===== src/rtl/addsub_pkg.sv =====
// Shared definitions for the digit-serial add/subtract unit: op encoding,
// controller state encoding and the index-width helper.
package addsub_pkg;

  localparam logic OP_ADD = 1'b0;
  localparam logic OP_SUB = 1'b1;

  typedef enum logic [1:0] {
    IDLE  = 2'd0,
    PASS1 = 2'd1,
    PASS2 = 2'd2,
    DONE  = 2'd3
  } state_t;

  // Ceiling log2; callers clamp the result to at least one bit.
  function automatic int clog2(input int n);
    int r;
    r = 0;
    while ((1 << r) < n) r++;
    return r;
  endfunction

endpackage


===== src/rtl/addsub_digit.sv =====
// DIGIT-wide ripple of full adders; the only adder in the unit, shared by
// the complement-add pass and the re-complement pass.
module addsub_digit #(
  parameter int DIGIT = 4
) (
  input  logic [DIGIT-1:0] a,
  input  logic [DIGIT-1:0] b,
  input  logic             cin,
  output logic [DIGIT-1:0] s,
  output logic             cout
);

  // Ripple the carry bit by bit through the digit.
  always_comb begin : ripple
    logic c;
    c = cin;
    s = '0;
    for (int i = 0; i < DIGIT; i++) begin
      s[i] = a[i] ^ b[i] ^ c;
      c    = (a[i] & b[i]) | (c & (a[i] ^ b[i]));
    end
    cout = c;
  end

endmodule


===== src/rtl/serial_addsub.sv =====
// Digit-serial add/subtract unit with sign-magnitude subtract result.
// Pass 1 computes a + b (or a + ~b + 1); a negative subtract result is
// re-complemented in pass 2. Valid/ready handshake on both sides.
// Optional build macro: SERIAL_ADDSUB_SAT_EN (add overflow saturates out_mag).
module serial_addsub
  import addsub_pkg::*;
#(
  parameter int WIDTH = 16,
  parameter int DIGIT = 4
) (
  input  logic             clk,
  input  logic             rst_n,
  input  logic             in_valid,
  output logic             in_ready,
  input  logic [WIDTH-1:0] in_a,
  input  logic [WIDTH-1:0] in_b,
  input  logic             in_op,
  output logic             out_valid,
  input  logic             out_ready,
  output logic [WIDTH-1:0] out_mag,
  output logic             out_neg,
  output logic             out_cout,
  output logic             busy
);

  localparam int N     = WIDTH / DIGIT;
  localparam int IDX_W = (clog2(N) > 0) ? clog2(N) : 1;
  localparam logic [IDX_W-1:0] LAST = IDX_W'(N - 1);

  if ((WIDTH % DIGIT) != 0) begin : g_bad_digit
    $error("serial_addsub: WIDTH must be a multiple of DIGIT");
  end

  state_t             state, state_next;
  logic [IDX_W-1:0]   idx;
  logic               carry;
  logic               op;
  logic [WIDTH-1:0]   a_r, b_r, w;
  logic               neg_r, cout_r;

  int                 sh;
  logic [DIGIT-1:0]   dig_a, dig_b, dig_s;
  logic               dig_cout;
  logic [WIDTH-1:0]   w_merge;
  logic               last;

  assign last      = (idx == LAST);
  assign in_ready  = (state == IDLE);
  assign busy      = (state != IDLE);
  assign out_valid = (state == DONE);
  assign out_mag   = w;
  assign out_neg   = neg_r;
  assign out_cout  = cout_r;

  // Route the current digit of the operands (pass 1) or of the stored
  // result (pass 2) into the shared digit adder.
  always_comb begin
    sh    = int'(idx) * DIGIT;
    dig_a = DIGIT'(a_r >> sh);
    dig_b = DIGIT'(b_r >> sh);
    if (state == PASS2) begin
      dig_a = ~DIGIT'(w >> sh);
      dig_b = '0;
    end else if (op == OP_SUB) begin
      dig_b = ~dig_b;
    end
    w_merge = (w & ~(WIDTH'({DIGIT{1'b1}}) << sh)) | (WIDTH'(dig_s) << sh);
  end

  addsub_digit #(.DIGIT(DIGIT)) u_digit (
    .a    (dig_a),
    .b    (dig_b),
    .cin  (carry),
    .s    (dig_s),
    .cout (dig_cout)
  );

  // Controller state register.
  always_ff @(posedge clk or negedge rst_n) begin
    if (!rst_n) state <= IDLE;
    else        state <= state_next;
  end

  // Next-state: pass 2 only runs for a subtract that borrowed in pass 1.
  always_comb begin
    state_next = state;
    case (state)
      IDLE:  if (in_valid) state_next = PASS1;
      PASS1: if (last) state_next = (op == OP_ADD || dig_cout) ? DONE : PASS2;
      PASS2: if (last) state_next = DONE;
      DONE:  if (out_ready) state_next = IDLE;
      default: state_next = IDLE;
    endcase
  end

  // Operand capture, digit-by-digit result update and flag resolution.
  always_ff @(posedge clk or negedge rst_n) begin
    if (!rst_n) begin
      idx    <= '0;
      carry  <= 1'b0;
      op     <= OP_ADD;
      a_r    <= '0;
      b_r    <= '0;
      w      <= '0;
      neg_r  <= 1'b0;
      cout_r <= 1'b0;
    end else begin
      case (state)
        IDLE: if (in_valid) begin
          a_r    <= in_a;
          b_r    <= in_b;
          op     <= in_op;
          carry  <= in_op;
          idx    <= '0;
          neg_r  <= 1'b0;
          cout_r <= 1'b0;
        end
        PASS1: begin
          w     <= w_merge;
          carry <= dig_cout;
          idx   <= last ? '0 : idx + IDX_W'(1);
          if (last) begin
            if (op == OP_ADD) begin
              cout_r <= dig_cout;
              neg_r  <= 1'b0;
`ifdef SERIAL_ADDSUB_SAT_EN
              if (dig_cout) w <= '1;
`endif
            end else if (dig_cout) begin
              cout_r <= 1'b1;
              neg_r  <= 1'b0;
            end else begin
              // Borrow: result is negative, re-complement in pass 2.
              cout_r <= 1'b0;
              neg_r  <= 1'b1;
              carry  <= 1'b1;
            end
          end
        end
        PASS2: begin
          w     <= w_merge;
          carry <= dig_cout;
          idx   <= last ? '0 : idx + IDX_W'(1);
        end
        default: ;
      endcase
    end
  end

endmodule

===== config.mk =====
export PLATFORM = sky130hd
export DESIGN_NAME = serial_addsub
export DESIGN_NICKNAME = d
export VERILOG_FILES = /design/src/rtl/addsub_pkg.sv /design/src/rtl/addsub_digit.sv /design/src/rtl/serial_addsub.sv
export SDC_FILE = /design/constraint.sdc
export NUM_CORES = 1
export LEC_CHECK = 0
export CELL_PAD_IN_SITES_DETAIL_PLACEMENT = 0
export CELL_PAD_IN_SITES_GLOBAL_PLACEMENT = 1
export CORE_MARGIN = 5
export CORE_UTILIZATION = 38
export CTS_BUF_LIST = sky130_fd_sc_hd__clkbuf_4 sky130_fd_sc_hd__clkbuf_8
export DETAILED_ROUTE_END_ITERATION = 8
export HOLD_SLACK_MARGIN = 0.08
export PLACE_DENSITY = 0.79
export SLEW_MARGIN = 10
export SYNTH_ARGS = -nofsm -noshare
export SYNTH_HDL_FRONTEND = slang
export SYNTH_HIERARCHICAL = 1
export SYNTH_SLANG_ARGS = --single-unit

===== constraint.sdc =====
create_clock -name clk -period 3.6 [get_ports clk]
set_clock_uncertainty 0.05 [all_clocks]
set_input_delay 0.54 -clock clk [delete_from_list [all_inputs] [get_ports clk]]
set_output_delay 0.54 -clock clk [all_outputs]
set_load 0.02 [all_outputs]

After elaboration in Yosys (flattened, before gate mapping)
Cells that the tools add are included.

word-level totals
  register bits after elaboration = 56
  bits in latches = 0
  memory bits (writable) = 0
  memory bits (read-only) = 0
  output and inout port bits = 21
  word-level logic and storage cells = 86
  memories kept = 0

cells by class
  add/subtract/negate cells = 1
  $mul = 0
  div/mod/pow operators = 0
  magnitude comparators = 0
  equality and inequality tests = 8
  shift-type cells = 5
  multiplexer cells = 25
  bitwise logic cells = 26
  reductions and logical operators = 12

operator list
  kind                  number
  $shr 16x4->4          3
  $and 16x16->16        1
  $not 16->16           1
  $or 16x16->16         1
  $shl 4x4->16          1
  $shl 4x4->16 const A  1
  $mux 2                6
  $mux 4                3
  $mux 1                11
  $and 1x1->1           8
  $not 4->4             2
  $pmux 2 s4            1
  $xor 1x1->1           8
  $eq 2x2->1 const B    3
  $ne 2x2->1 const B    3
  $reduce_and 2->1      3
  $reduce_bool 2->1     3
  $or 1x1->1            4
  $pmux 1 s2            2
  $pmux 2 s2            1
  $reduce_and 4->1      1
  $pmux 1 s3            1
  $reduce_and 3->1      1
  $reduce_bool 3->1     1
  other kinds (7)       7

Longest topological paths before layout
  depth after elaboration = 17
  gate-level depth with buffers = 17
  gate-level depth less buffers = 17

Modules after synthesis
Netlist, hierarchy kept.

by module, submodules not included
  module         times used  cells each  area an instance (sq um)  sequential area each (sq um)
  serial_addsub  1           227         2,801.4                   1,401.3
  addsub_digit   1           14          117.6                     0.0

Worst setup path before layout
Ideal clock, no wire load.

  kind = register to register
  start point = reg idx[0]
  end point = reg neg_r, in the netlist out_neg
  data arrival time = 3.168 ns
  data required time = 3.424 ns
  slack = 0.256 ns
  cell stages (with the launch flop) = 16
  period minus slack after synthesis = 3.344 ns
  cells stage by stage = dfrtp_1 > buf_6 > mux4_2 > xnor2_1 > nor2_1 > fa_1 > inv_1 > fa_1 > inv_1 > fa_1 > inv_1 > fa_1 > inv_1 > nand2b_1 > o22ai_1 > a221o_1

between the ends
  longest elaborated chain between the ends = 17
  elaborated cells between the ends (all ways) = 31
  those cells by class = eq/ne (2); shift (3); mux (7); bitwise (18); reduce/logical (1)

RTL lines
  element                 RTL line              source
  from (decl)             serial_addsub.sv:35   logic [IDX_W-1:0] idx;
  from (signal assigned)  serial_addsub.sv:121  idx <= last ? '0 : idx + IDX_W'(1);
  from (signal assigned)  serial_addsub.sv:143  idx <= last ? '0 : idx + IDX_W'(1);
  $shr 16x4->4 *          serial_addsub.sv:60   dig_b = DIGIT'(b_r >> sh);
  $not 4->4               serial_addsub.sv:65   dig_b = ~dig_b;
  $mux 4 *                serial_addsub.sv:64   end else if (op == OP_SUB) begin
  $mux 4 *                serial_addsub.sv:61   if (state == PASS2) begin
  named net dig_b[0]      serial_addsub.sv:42   logic [DIGIT-1:0] dig_a, dig_b, dig_s;
  $xor 1x1->1             addsub_digit.sv:20    c = (a[i] & b[i]) | (c & (a[i] ^ b[i]));
  $and 1x1->1             addsub_digit.sv:20
  $or 1x1->1 *            addsub_digit.sv:20
  (+3 left out)           n/a
  $or 1x1->1 *            addsub_digit.sv:20
  $and 1x1->1 *           addsub_digit.sv:20
  $or 1x1->1 *            addsub_digit.sv:20
  named net dig_cout      serial_addsub.sv:43   logic dig_cout;
  $mux 1 *                serial_addsub.sv:129  end else if (dig_cout) begin
  $mux 1 *                serial_addsub.sv:123  if (op == OP_ADD) begin
  $mux 1 *                serial_addsub.sv:122  if (last) begin
  $pmux 1 s2 *            serial_addsub.sv:108  case (state)
  to (signal assigned)    serial_addsub.sv:125  neg_r <= 1'b0;
  to (signal assigned)    serial_addsub.sv:131  neg_r <= 1'b0;
  to (signal assigned)    serial_addsub.sv:135  neg_r <= 1'b1;
  to (decl)               serial_addsub.sv:39   logic neg_r, cout_r;

Mark *: on every way through the listed nets, which the timed path passes. The rest lies on a longest branch. The select of a mux whose other input is x is not followed.
A chain may end at the register's enable or synchronous reset.

Worst setup path after layout
  start point = reg idx[0]
  end point = reg state[0]

between the ends
  elaborated cells between the ends (all ways) = 32
  those cells by class = eq/ne (3); shift (3); mux (6); bitwise (18); reduce/logical (2)

RTL lines
  element               RTL line             source
  $shr 16x4->4          serial_addsub.sv:62  dig_a = ~DIGIT'(w >> sh);
  $not 4->4             serial_addsub.sv:62
  $mux 4 *              serial_addsub.sv:61
  named net dig_a[0]    serial_addsub.sv:42
  $xor 1x1->1           addsub_digit.sv:20
  $and 1x1->1           addsub_digit.sv:20
  $or 1x1->1 *          addsub_digit.sv:20
  $and 1x1->1 *         addsub_digit.sv:20
  (+2 left out)         n/a
  $or 1x1->1 *          addsub_digit.sv:20
  $and 1x1->1 *         addsub_digit.sv:20
  $or 1x1->1 *          addsub_digit.sv:20
  named net dig_cout    serial_addsub.sv:43
  $logic_or 1x1->1 *    serial_addsub.sv:89  PASS1: if (last) state_next = (op == OP_ADD || dig_cout) ? DONE : PASS2;
  $mux 1 *              serial_addsub.sv:89
  $mux 2 *              serial_addsub.sv:89
  $pmux 2 s4 *          serial_addsub.sv:87  case (state)
  to (signal assigned)  serial_addsub.sv:81  else state <= state_next;
  to (decl)             serial_addsub.sv:34  state_t state, state_next;

Marks and branches as above.

==> run metrics <==
Synth Flop Type=dfrtp_1; Post-Syn Area=2919 sq um; share of layout cells above drive strength 1=22.19%; dpl hpwl=4699 microns; Hold Crit Class=in -> async; aggregate global routing overflow=0; min cycle time layout=3387 ps; Yosys top cell by area=dfrtp_1; Synth warnings=6; CTS Hold Buffers Added=0; ANT nets after route=0; Die Wd=97.65 microns; setup violators final=0; peak fanout along the critical path=7; largest net degree at the start of global routing=34; Worst Path Required=3740 ps; Max Clk Rate=295.3 MHz; Clock Pin Slew Worst Setup and Hold Paths=90 ps; GPL Wtd Cong=0.8584; vias in the first global route=2107; critical path capture point type=flop; placed cell area=3598 sq um; CTS tree=built; initial DRC count=104; antenna fix cells=0; WP buf/inv=5; Leak=1.582 nW; period utilization=94.07%; Worst path max stage delay=510 ps; Inserted Clock Buffers=5; sequential share of the synthesized area=48.01%; root buffer cell=clkbuf_8; most frequent cells after synthesis=56 x dfrtp_1, 33 x mux2_2, 31 x nand2_1; startpoint types=flop; clk_lat worst skew=300 ps; Max-Cap Viols=0; Residual DRC=0; Netlist cell types=31; critical path cell sequence=buf_6 > mux4_2 > nand2_1 > o21ai_1 > fa_1 > inv_1 > fa_1 > inv_1 > fa_1 > inv_1 > fa_1 > inv_1 > nand2b_1 > a21oi_1 > and3_1 > a21oi_1; EDFF count, synth=0; Synth Instances=241; Std-Cell Rows=32; hold slack final=226.7 ps; area growth from synthesis to layout=26.79%; mean routed wirelength per cell=15.10 microns; Synth top area share=48.01%; top post-synthesis cells by area=dfrtp_1 48%, mux2_2 13%, mux4_2 9.3%; worst slew pin tran=708.9 ps; via count=2006; Post-Syn Area per Cell=12.11 sq um; fin. max-slew vios=0; Crit-path slowest cell=mux4_2; Synth Net Count=292; area of the core=7607 sq um; H-tree Lvls=2; Clock Tree Buf Depth=2; post-synthesis register bit count=56; vias per cell=4.965; status=complete, no violations; DRT Pass-1 Iters=4; design area=3701 sq um; initial core utilization=38.37%; crit-path leading delay family=adder cells; die area=9535 sq um; Routed Wire Length=6102 microns; pwr dens=1060 nW/um^2; final-layout fill cell count=723; # IOs=58; Max transition margin=52.74%; Tot Pwr=3.925 mW; Worst IR Drop VDD=359.7 uV; crit path kind=reg -> reg; Worst EP arrival=3530 ps; final hold violation count=0; nets=352; buffers added on ports=57; asr flop ratio synth=100.0%; clock sinks=56; die height=97.65 microns; first-pass GRT wire length=10700 microns; most frequent cell after synthesis=dfrtp_1; initial antenna violation count=0; gr usage total=13.82%
[worst reg2reg max path: cells and delay by family (launching register included)]
kind            cells  cell delay (ps)
mux                 1              520
fa+ha+maj           4             1120
simple gates        3              430
flops               1              430
compound gates      3              280
buf+inv             5              470
[per-layer routing]
metal | vias to the layer above | part of all wire, % | track usage (%)
met5 | - | 0 | 0
met4 | 0 | 0.74 | 3.195
met3 | 5 | 5.3 | 3.518
met2 | 54 | 46 | 21.40
met1 | 984 | 48 | 19.55
li1 | 963 | - | -
[per-stage QoR]
stage	instances	setup WS, ps	TNS [ps]	utilization [%]
4_1_cts	404	135.5	0	48.52
5_1_grt	404	-16.43	-16.43	48.65
3_5_place_dp	396	177.8	0	47.30
3_3_place_gp	396	250.2	0	47.30
2_1_floorplan	241	256.3	0	-
6_report	404	213.5	0	48.65
[flip-flops by register name, indices dropped and copies added, names as in the netlist]
register / count
carry: 1
a_r: 16
b_r: 16
out_neg: 1
idx: 2
out_mag: 16
out_cout: 1
op: 1
state: 2
[timing repair]
item / in CTS / in global routing
hold endpoints to repair: 0 / 0
resized for setup: 0 / 4
setup buffers: 0 / 0
endpoints found under the setup margin: 0 / 2
[cells in the final DEF, fill, tap and decap left out, types with 4 or more instances in the layout]
master            n
nand2_1          31
o21ai_0          20
mux2_2           33
mux4_2           12
dfrtp_1          54
clkdlybuf4s50_1  56
nor2_1            6
fa_1              4
buf_4             6
o21ai_1           5
ha_1             10
inv_1            19
xnor2_1           4
a21oi_1           5
a32o_1            4
clkbuf_8          5
[cell type report]
| type | instances | area [sq um] | area share, % |
|---|---|---|---|
| Clock inverter | 1 | 8.758 | 0.2366 |
| Tap cell | 102 | 127.6 | 3.448 |
| Multi-Input combinational cell | 154 | 1373 | 37.09 |
| Inverter | 19 | 71.32 | 1.927 |
| Sequential cell | 56 | 1404 | 37.93 |
| Timing Repair Buffer | 65 | 633.1 | 17.11 |
| Clock buffer | 7 | 83.83 | 2.265 |
[path summary, 6_finish.rpt]
kind                              start        to  slack (ps)  cells after the start
min in group clk                a_r[10]   a_r[10]         460                      1
worst min-delay path              rst_n    b_r[1]         230                      1
worst min register to register  a_r[10]   a_r[10]         460                      1
worst max register to register   idx[0]  state[0]         210                     16
max in group asynchronous         rst_n    b_r[6]        2470                      2
worst max-delay path             idx[0]  state[0]         210                     16
[cell families after synthesis]
| logic type | synth area share, % |
|---|---|
| XOR/XNOR | 1.200 |
| AO/OA/AOI/OAI | 8.659 |
| AND/OR/NAND/NOR | 7.801 |
| multiplexers | 22.33 |
| buffers and inverters | 4.972 |
| adder cells (fa/ha/maj) | 7.030 |
| flip-flops | 48.01 |
[power breakdown]
part           internal, mW  total (mW)  switching (mW)
Sequential            0.955        1.17           0.218
Clock                 0.155       0.351           0.196
Combinational          1.16        2.40            1.24
Note: power is estimated with default switching activity, not from simulation.
